[src/rtl/seg_pkg.sv]
// Shared definitions for the multiplexed 7-segment driver:
// glyph codes, display mode encoding and the glyph-to-segment decoder.
package seg_pkg;

  localparam logic [4:0] GLYPH_DASH  = 5'h1C;
  localparam logic [4:0] GLYPH_EQ    = 5'h1D;
  localparam logic [4:0] GLYPH_BLANK = 5'h1F;
  localparam logic [7:0] SEG_OFF     = 8'hFF;

  typedef enum logic {
    MODE_HEX  = 1'b0,
    MODE_TEXT = 1'b1
  } disp_mode_e;

  // Returns {g,f,e,d,c,b,a}, active-low.
  function automatic logic [6:0] glyph2seg(input logic [4:0] code);
    logic [6:0] seg;
    case (code)
      5'h00: seg = 7'h40;  // 0
      5'h01: seg = 7'h79;  // 1
      5'h02: seg = 7'h24;  // 2
      5'h03: seg = 7'h30;  // 3
      5'h04: seg = 7'h19;  // 4
      5'h05: seg = 7'h12;  // 5
      5'h06: seg = 7'h02;  // 6
      5'h07: seg = 7'h78;  // 7
      5'h08: seg = 7'h00;  // 8
      5'h09: seg = 7'h10;  // 9
      5'h0A: seg = 7'h08;  // A
      5'h0B: seg = 7'h03;  // b
      5'h0C: seg = 7'h46;  // C
      5'h0D: seg = 7'h21;  // d
      5'h0E: seg = 7'h06;  // E
      5'h0F: seg = 7'h0E;  // F
      5'h10: seg = 7'h42;  // G
      5'h11: seg = 7'h0B;  // h
      5'h12: seg = 7'h09;  // H
      5'h13: seg = 7'h47;  // L
      5'h14: seg = 7'h2B;  // n
      5'h15: seg = 7'h23;  // o
      5'h16: seg = 7'h0C;  // P
      5'h17: seg = 7'h18;  // q
      5'h18: seg = 7'h2F;  // r
      5'h19: seg = 7'h07;  // t
      5'h1A: seg = 7'h41;  // U
      5'h1B: seg = 7'h11;  // y
      5'h1C: seg = 7'h3F;  // -
      5'h1D: seg = 7'h37;  // =
      5'h1E: seg = 7'h12;  // S
      default: seg = 7'h7F;
    endcase
    return seg;
  endfunction

endpackage

[src/rtl/seg_scan_timer.sv]
// Scan timebase: prescaler producing one tick per digit slot, the current
// digit index, and a frame_end strobe on the tick that leaves the last digit.
module seg_scan_timer #(
  parameter int DIGITS   = 8,
  parameter int SCAN_DIV = 50000
) (
  input  logic                      clk,
  input  logic                      rst_n,
  output logic                      o_tick,
  output logic [$clog2(DIGITS)-1:0] o_idx,
  output logic                      o_frame_end
);

  localparam int IW = $clog2(DIGITS);
  localparam int CW = $clog2(SCAN_DIV);

  logic [CW-1:0] r_cnt;
  logic [IW-1:0] r_idx;
  logic          w_tick;
  logic          w_last;

  assign w_tick      = (r_cnt == CW'(SCAN_DIV - 1));
  assign w_last      = (r_idx == IW'(DIGITS - 1));
  assign o_tick      = w_tick;
  assign o_idx       = r_idx;
  assign o_frame_end = w_tick && w_last;

  always_ff @(posedge clk or negedge rst_n) begin
    if (!rst_n) begin
      r_cnt <= '0;
      r_idx <= '0;
    end else if (w_tick) begin
      r_cnt <= '0;
      r_idx <= w_last ? '0 : r_idx + 1'b1;
    end else begin
      r_cnt <= r_cnt + 1'b1;
    end
  end

endmodule

[src/rtl/seven_seg_scan.sv]
// Multiplexed N-digit 7-segment driver: staged/shadowed display data swapped
// at frame boundaries, leading-zero blanking, blink, and a blank cycle per switch.
module seven_seg_scan
  import seg_pkg::*;
#(
  parameter int DIGITS    = 8,
  parameter int SCAN_DIV  = 50000,
  parameter int BLINK_DIV = 2**24
) (
  input  logic                  clk,
  input  logic                  rst_n,
  input  logic                  load,
  input  logic                  mode,
  input  logic                  lzb,
  input  logic [4*DIGITS-1:0]   disp_num,
  input  logic [5*DIGITS-1:0]   text_code,
  input  logic [DIGITS-1:0]     dp_in,
  input  logic [DIGITS-1:0]     blink_mask,
  output logic [7:0]            SEGMENT,
  output logic [DIGITS-1:0]     AN
);

  localparam int IW = $clog2(DIGITS);
  localparam int BW = $clog2(BLINK_DIV);

  logic          w_tick;
  logic          w_frame_end;
  logic [IW-1:0] w_idx;

  seg_scan_timer #(
    .DIGITS   (DIGITS),
    .SCAN_DIV (SCAN_DIV)
  ) u_timer (
    .clk         (clk),
    .rst_n       (rst_n),
    .o_tick      (w_tick),
    .o_idx       (w_idx),
    .o_frame_end (w_frame_end)
  );

  logic [4*DIGITS-1:0] r_stg_num,  r_shd_num;
  logic [5*DIGITS-1:0] r_stg_txt,  r_shd_txt;
  logic [DIGITS-1:0]   r_stg_dp,   r_shd_dp;
  logic [DIGITS-1:0]   r_stg_blk,  r_shd_blk;
  disp_mode_e          r_stg_mode, r_shd_mode;
  logic                r_stg_lzb,  r_shd_lzb;
  logic                r_pending;

  // Shadow takes the pre-edge stage, so a load coinciding with frame_end
  // stays pending for the following frame.
  always_ff @(posedge clk or negedge rst_n) begin
    if (!rst_n) begin
      r_stg_num  <= '0;
      r_stg_txt  <= '0;
      r_stg_dp   <= '0;
      r_stg_blk  <= '0;
      r_stg_mode <= MODE_HEX;
      r_stg_lzb  <= 1'b0;
      r_shd_num  <= '0;
      r_shd_txt  <= '0;
      r_shd_dp   <= '0;
      r_shd_blk  <= '0;
      r_shd_mode <= MODE_HEX;
      r_shd_lzb  <= 1'b0;
      r_pending  <= 1'b0;
    end else begin
      if (load) begin
        r_stg_num  <= disp_num;
        r_stg_txt  <= text_code;
        r_stg_dp   <= dp_in;
        r_stg_blk  <= blink_mask;
        r_stg_mode <= disp_mode_e'(mode);
        r_stg_lzb  <= lzb;
      end
      if (w_frame_end && r_pending) begin
        r_shd_num  <= r_stg_num;
        r_shd_txt  <= r_stg_txt;
        r_shd_dp   <= r_stg_dp;
        r_shd_blk  <= r_stg_blk;
        r_shd_mode <= r_stg_mode;
        r_shd_lzb  <= r_stg_lzb;
      end
      if (load) begin
        r_pending <= 1'b1;
      end else if (w_frame_end) begin
        r_pending <= 1'b0;
      end
    end
  end

  logic [BW-1:0] r_bcnt;
  logic          r_bphase;

  always_ff @(posedge clk or negedge rst_n) begin
    if (!rst_n) begin
      r_bcnt   <= '0;
      r_bphase <= 1'b0;
    end else if (r_bcnt == BW'(BLINK_DIV - 1)) begin
      r_bcnt   <= '0;
      r_bphase <= ~r_bphase;
    end else begin
      r_bcnt <= r_bcnt + 1'b1;
    end
  end

  // w_lz[i]: digit i and every digit above it hold zero.
  logic [DIGITS-1:0] w_lz;
  always_comb begin
    w_lz = '0;
    w_lz[DIGITS-1] = (r_shd_num[4*(DIGITS-1) +: 4] == 4'd0);
    for (int i = DIGITS - 2; i >= 1; i--) begin
      w_lz[i] = w_lz[i+1] && (r_shd_num[4*i +: 4] == 4'd0);
    end
  end

  logic [3:0] w_nib;
  logic [4:0] w_code;
  logic       w_dp;
  logic       w_blink_off;
  logic [7:0] w_pattern;

  always_comb begin
    w_nib       = r_shd_num[4*w_idx +: 4];
    w_dp        = r_shd_dp[w_idx];
    w_blink_off = r_bphase && r_shd_blk[w_idx];
    if (r_shd_mode == MODE_TEXT) begin
      w_code = r_shd_txt[5*w_idx +: 5];
    end else if (r_shd_lzb && w_lz[w_idx]) begin
      w_code = GLYPH_BLANK;
    end else begin
      w_code = {1'b0, w_nib};
    end
    w_pattern = w_blink_off ? SEG_OFF : {~w_dp, glyph2seg(w_code)};
  end

  // Nothing is lit until the first tick; the tick cycle itself is the dead time.
  logic r_started;

  always_ff @(posedge clk or negedge rst_n) begin
    if (!rst_n) begin
      r_started <= 1'b0;
      AN        <= '1;
      SEGMENT   <= SEG_OFF;
    end else begin
      r_started <= r_started | w_tick;
      if (w_tick || !r_started) begin
        AN      <= '1;
        SEGMENT <= SEG_OFF;
      end else begin
        AN      <= ~({{(DIGITS-1){1'b0}}, 1'b1} << w_idx);
        SEGMENT <= w_pattern;
      end
    end
  end

endmodule
[config.mk]
export PLATFORM = sky130hd
export DESIGN_NAME = seven_seg_scan
export DESIGN_NICKNAME = d
export VERILOG_FILES = /design/src/rtl/seg_pkg.sv /design/src/rtl/seg_scan_timer.sv /design/src/rtl/seven_seg_scan.sv
export SDC_FILE = /design/constraint.sdc
export NUM_CORES = 1
export LEC_CHECK = 0
export CORE_MARGIN = 2
export CORE_UTILIZATION = 45
export CTS_CLUSTER_DIAMETER = 120
export DETAILED_ROUTE_END_ITERATION = 6
export HOLD_SLACK_MARGIN = 0.15
export MAX_ROUTING_LAYER = met4
export PLACE_DENSITY = 0.66
export SKIP_LAST_GASP = 1
export SLEW_MARGIN = 30
export SYNTH_ARGS = -nofsm -noshare
export SYNTH_HDL_FRONTEND = slang
export SYNTH_SLANG_ARGS = --single-unit
[constraint.sdc]
create_clock -name clk -period 3.6 [get_ports clk]
set_clock_uncertainty 0.15 [all_clocks]
set_input_delay 1.08 -clock clk [delete_from_list [all_inputs] [get_ports clk]]
set_output_delay 1.08 -clock clk [all_outputs]
set_load 0.03 [all_outputs]
==> reports/results.txt <==
Post-cts gate resize count: 0
Synth Flop Type: dfrtp_1
# setup viols final: 0
Worst min path class: flop to flop
MaxCap Viol Count: 0
Yosys cell types: 53
Simple-gate share of the synthesized area: 0.0612
Cells after Synth: 747
Register area: 6080 µm²
Synth Area in Compound Gates: 0.0366
Buffers on Ports: 108
Initial core utilization: 0.463
Status: completed
Fin crit share: 0.916
Core area: 22800 µm²
Antenna viol nets, final: 0
Fin crit period: 3300 ps
Final GP Congestion: 0.939
Via count: 6347
CTS Sinks: 242
CTS hold repair buffers: 0
Gr usage total: 0.190
Reg2reg path depth: 11
Design Area, Final: 12900 µm²
Die height: 157 µm
Placed cell areas: 12000 µm²
Commonest non-fill, non-tap cell in the layout: dfrtp_1
Area taken by multi-input logic gates: 4240 µm²
Layout Nets: 974
Headroom to the max-slew limit: 0.565
Worst skew pair latency: 530 ps
CTS tree: built
PwrDens: 463 nW/µm²
Final worst slack: 301 ps
Syn_area_per_cell: 14.1 µm²
Setup TNS: 0 ps
Drt first pass iters: 4
Fin. max-slew vios: 0
Drt drc: 0
Async set or reset register ratio after synthesis: 1.00
CTS root buf: clkbuf_16
VDD IR max: 282 µV
Vias/cell: 5.29
Post-CTS Setup Inserts: 0
Max Fclk: 0.303 GHz
Startpoint types: flop
Pin count of the biggest net entering global routing: 72
Xor and xnor area share after synthesis: 0.0299
Most frequent cells in the layout: 225 x dfrtp_1, 182 x mux2_2, 106 x clkdlybuf4s50_1
First-pass GRT wire length: 36100 µm
Kind of critical path: flop to flop
Cts bufs inserted: 26
Post-synthesis adder-cell area fraction: 0.0178
RSZ-0062 raised after global routing: false
H-tree level count: 1
Measured slew at the worst slew-check pin: 647 ps
Synthesized net count: 855
GRT busiest layer: met2
Main combinational cell family by area after synthesis: multiplexers
Diodes inserted: 0
Fill count: 1822
FF+latch count, synth: 242
DP Worst Slack: 312 ps
Core Rows: 55
Post-synthesis mux area share: 0.256
Total leakage power: 5.84 nW
Required @ worst endpoint: 3890 ps
Share of cells above drive strength 1: 0.341
Clock Path Buffers: 3
Number of synthesized flops with an enable pin: 0
Synthesis-to-layout area growth: 22.9%
Avg WL per Cell: 18.2 µm
Hold path depth: 1
DRT iter0 DRCs: 335
Met3 GRT Util: 0.0262
Vias in the first global route: 6808
Final hold violation count: 0
Critical Path End Type: flop
Number of warnings issued by yosys: 0
GR met2 Demand/Resource: 0.306
Antenna violations before repair: 0
Register area share after synthesis: 0.577
WP data arrival: 3580 ps
Grt total ovfl: 0
I/O pin cnt: 109
Clk slew on worst S/H paths: 60 ps
Mapped Area: 10500 µm²
Chip width: 157 µm
DIE AREA: 24700 µm²
Met1 Track Usage GR: 0.259
Detailed Place HPWL: 15400 µm
Critical Path Fanout Max: 17
Routed Wire Length: 21800 µm
power by group:
part | leakage, nW | total, mW | internal, mW | switching [mW]
clock | 0.454 | 2.81 | 1.71 | 1.10
sequential | 3.09 | 2.88 | 2.82 | 0.0614
combinational | 2.30 | 0.298 | 0.185 | 0.113
total | 5.84 | 5.99 | 4.72 | 1.28
final timing paths:
kind,end,start,slack [ps]
max,SEGMENT[3],u_timer.o_idx[0],300
min,u_timer.r_cnt[0],u_timer.r_cnt[0],300
max reg2reg,SEGMENT[3],u_timer.o_idx[0],300
min reg2reg,u_timer.r_cnt[0],u_timer.r_cnt[0],300
max in group asynchronous,r_shd_num[28],rst_n,2040
min in group asynchronous,r_bcnt[21],rst_n,340
synthesized netlist by cell type (2+ instances only):
| cell | count | area, µm² |
|---|---|---|
| nand3_1 | 14 | 70.1 |
| xor2_1 | 18 | 158 |
| o211ai_1 | 9 | 67.6 |
| mux2_2 | 182 | 2050 |
| mux2i_1 | 10 | 100 |
| and3_1 | 7 | 43.8 |
| clkbuf_1 | 24 | 90.1 |
| nor4_1 | 9 | 56.3 |
| mux4_2 | 23 | 518 |
| nor2b_1 | 2 | 12.5 |
| a21o_1 | 4 | 30.0 |
| buf_6 | 4 | 45.0 |
| or2_2 | 3 | 18.8 |
| buf_1 | 2 | 7.51 |
| inv_1 | 15 | 56.3 |
| ha_1 | 15 | 188 |
| nand4_1 | 9 | 56.3 |
| xnor2_1 | 18 | 158 |
| o21ai_2 | 2 | 17.5 |
| o21ai_0 | 7 | 35.0 |
| and2_1 | 3 | 18.8 |
| nand2_1 | 38 | 143 |
| buf_4 | 2 | 15.0 |
| a21oi_1 | 7 | 35.0 |
| dfstp_2 | 16 | 420 |
| a211oi_1 | 2 | 15.0 |
| nand2_2 | 2 | 12.5 |
| dfrtp_1 | 226 | 5660 |
| o221ai_1 | 4 | 35.0 |
| nor3_1 | 9 | 45.0 |
| nor2_1 | 36 | 135 |
| buf_2 | 3 | 15.0 |
| o21ai_1 | 2 | 10.0 |
stage by stage:
step / util / std cells / total power [mW] / hold WS [ps]
after floorplan: - / 747 / 3.03 / 274
after global placement: 0.527 / 1151 / 3.22 / 289
after detailed placement: 0.527 / 1151 / 3.24 / 296
after CTS: 0.568 / 1199 / 6.07 / 304
after global routing: 0.568 / 1199 / 6.22 / 326
final: 0.568 / 1199 / 5.99 / 302
layout make-up:
type	instances	area share
repair buffers	126	0.0961
clock inverters	17	0.0173
well taps	313	0.0303
flip-flops and latches	242	0.469
clock buffers	31	0.0548
multi-input cells	454	0.327
inverters	16	0.00464
metal layers:
metal  wire (µm)  up-vias
met5           0        -
met4         370        0
met3         966       29
met2       10700      149
met1        9700     3253
li1            -     2916
state kept, by name, summed over array words and instances, names as in the netlist, 8 cells and up:
register	cells
r_stg_num	32
r_stg_txt	40
r_shd_txt	40
r_shd_blk	8
r_stg_blk	8
SEGMENT	8
r_shd_num	32
r_shd_dp	8
u_timer.r_cnt	16
r_stg_dp	8
AN	8
r_bcnt	24
cells by family (layout without fill, tap and decap cells):
family / after synthesis / in the layout
AO/OA/AOI/OAI: 51 / 51
AND/OR/NAND/NOR: 136 / 136
XOR/XNOR: 36 / 36
buffers and inverters: 51 / 190
multiplexers: 216 / 216
adder cells (fa/ha/maj): 15 / 15
flip-flops: 242 / 242
worst max-delay path: stages (launching register included):
cell and delay, ps:
dfrtp_2 670, buf_4 270, mux4_2 520, nand2_1 90, and3_1 200, or2_2 200
inv_1 100, ha_1 330, inv_1 150, mux2i_1 190, o221ai_1 130, a2bb2oi_1 190
Power figures use the tool's default switching activity.
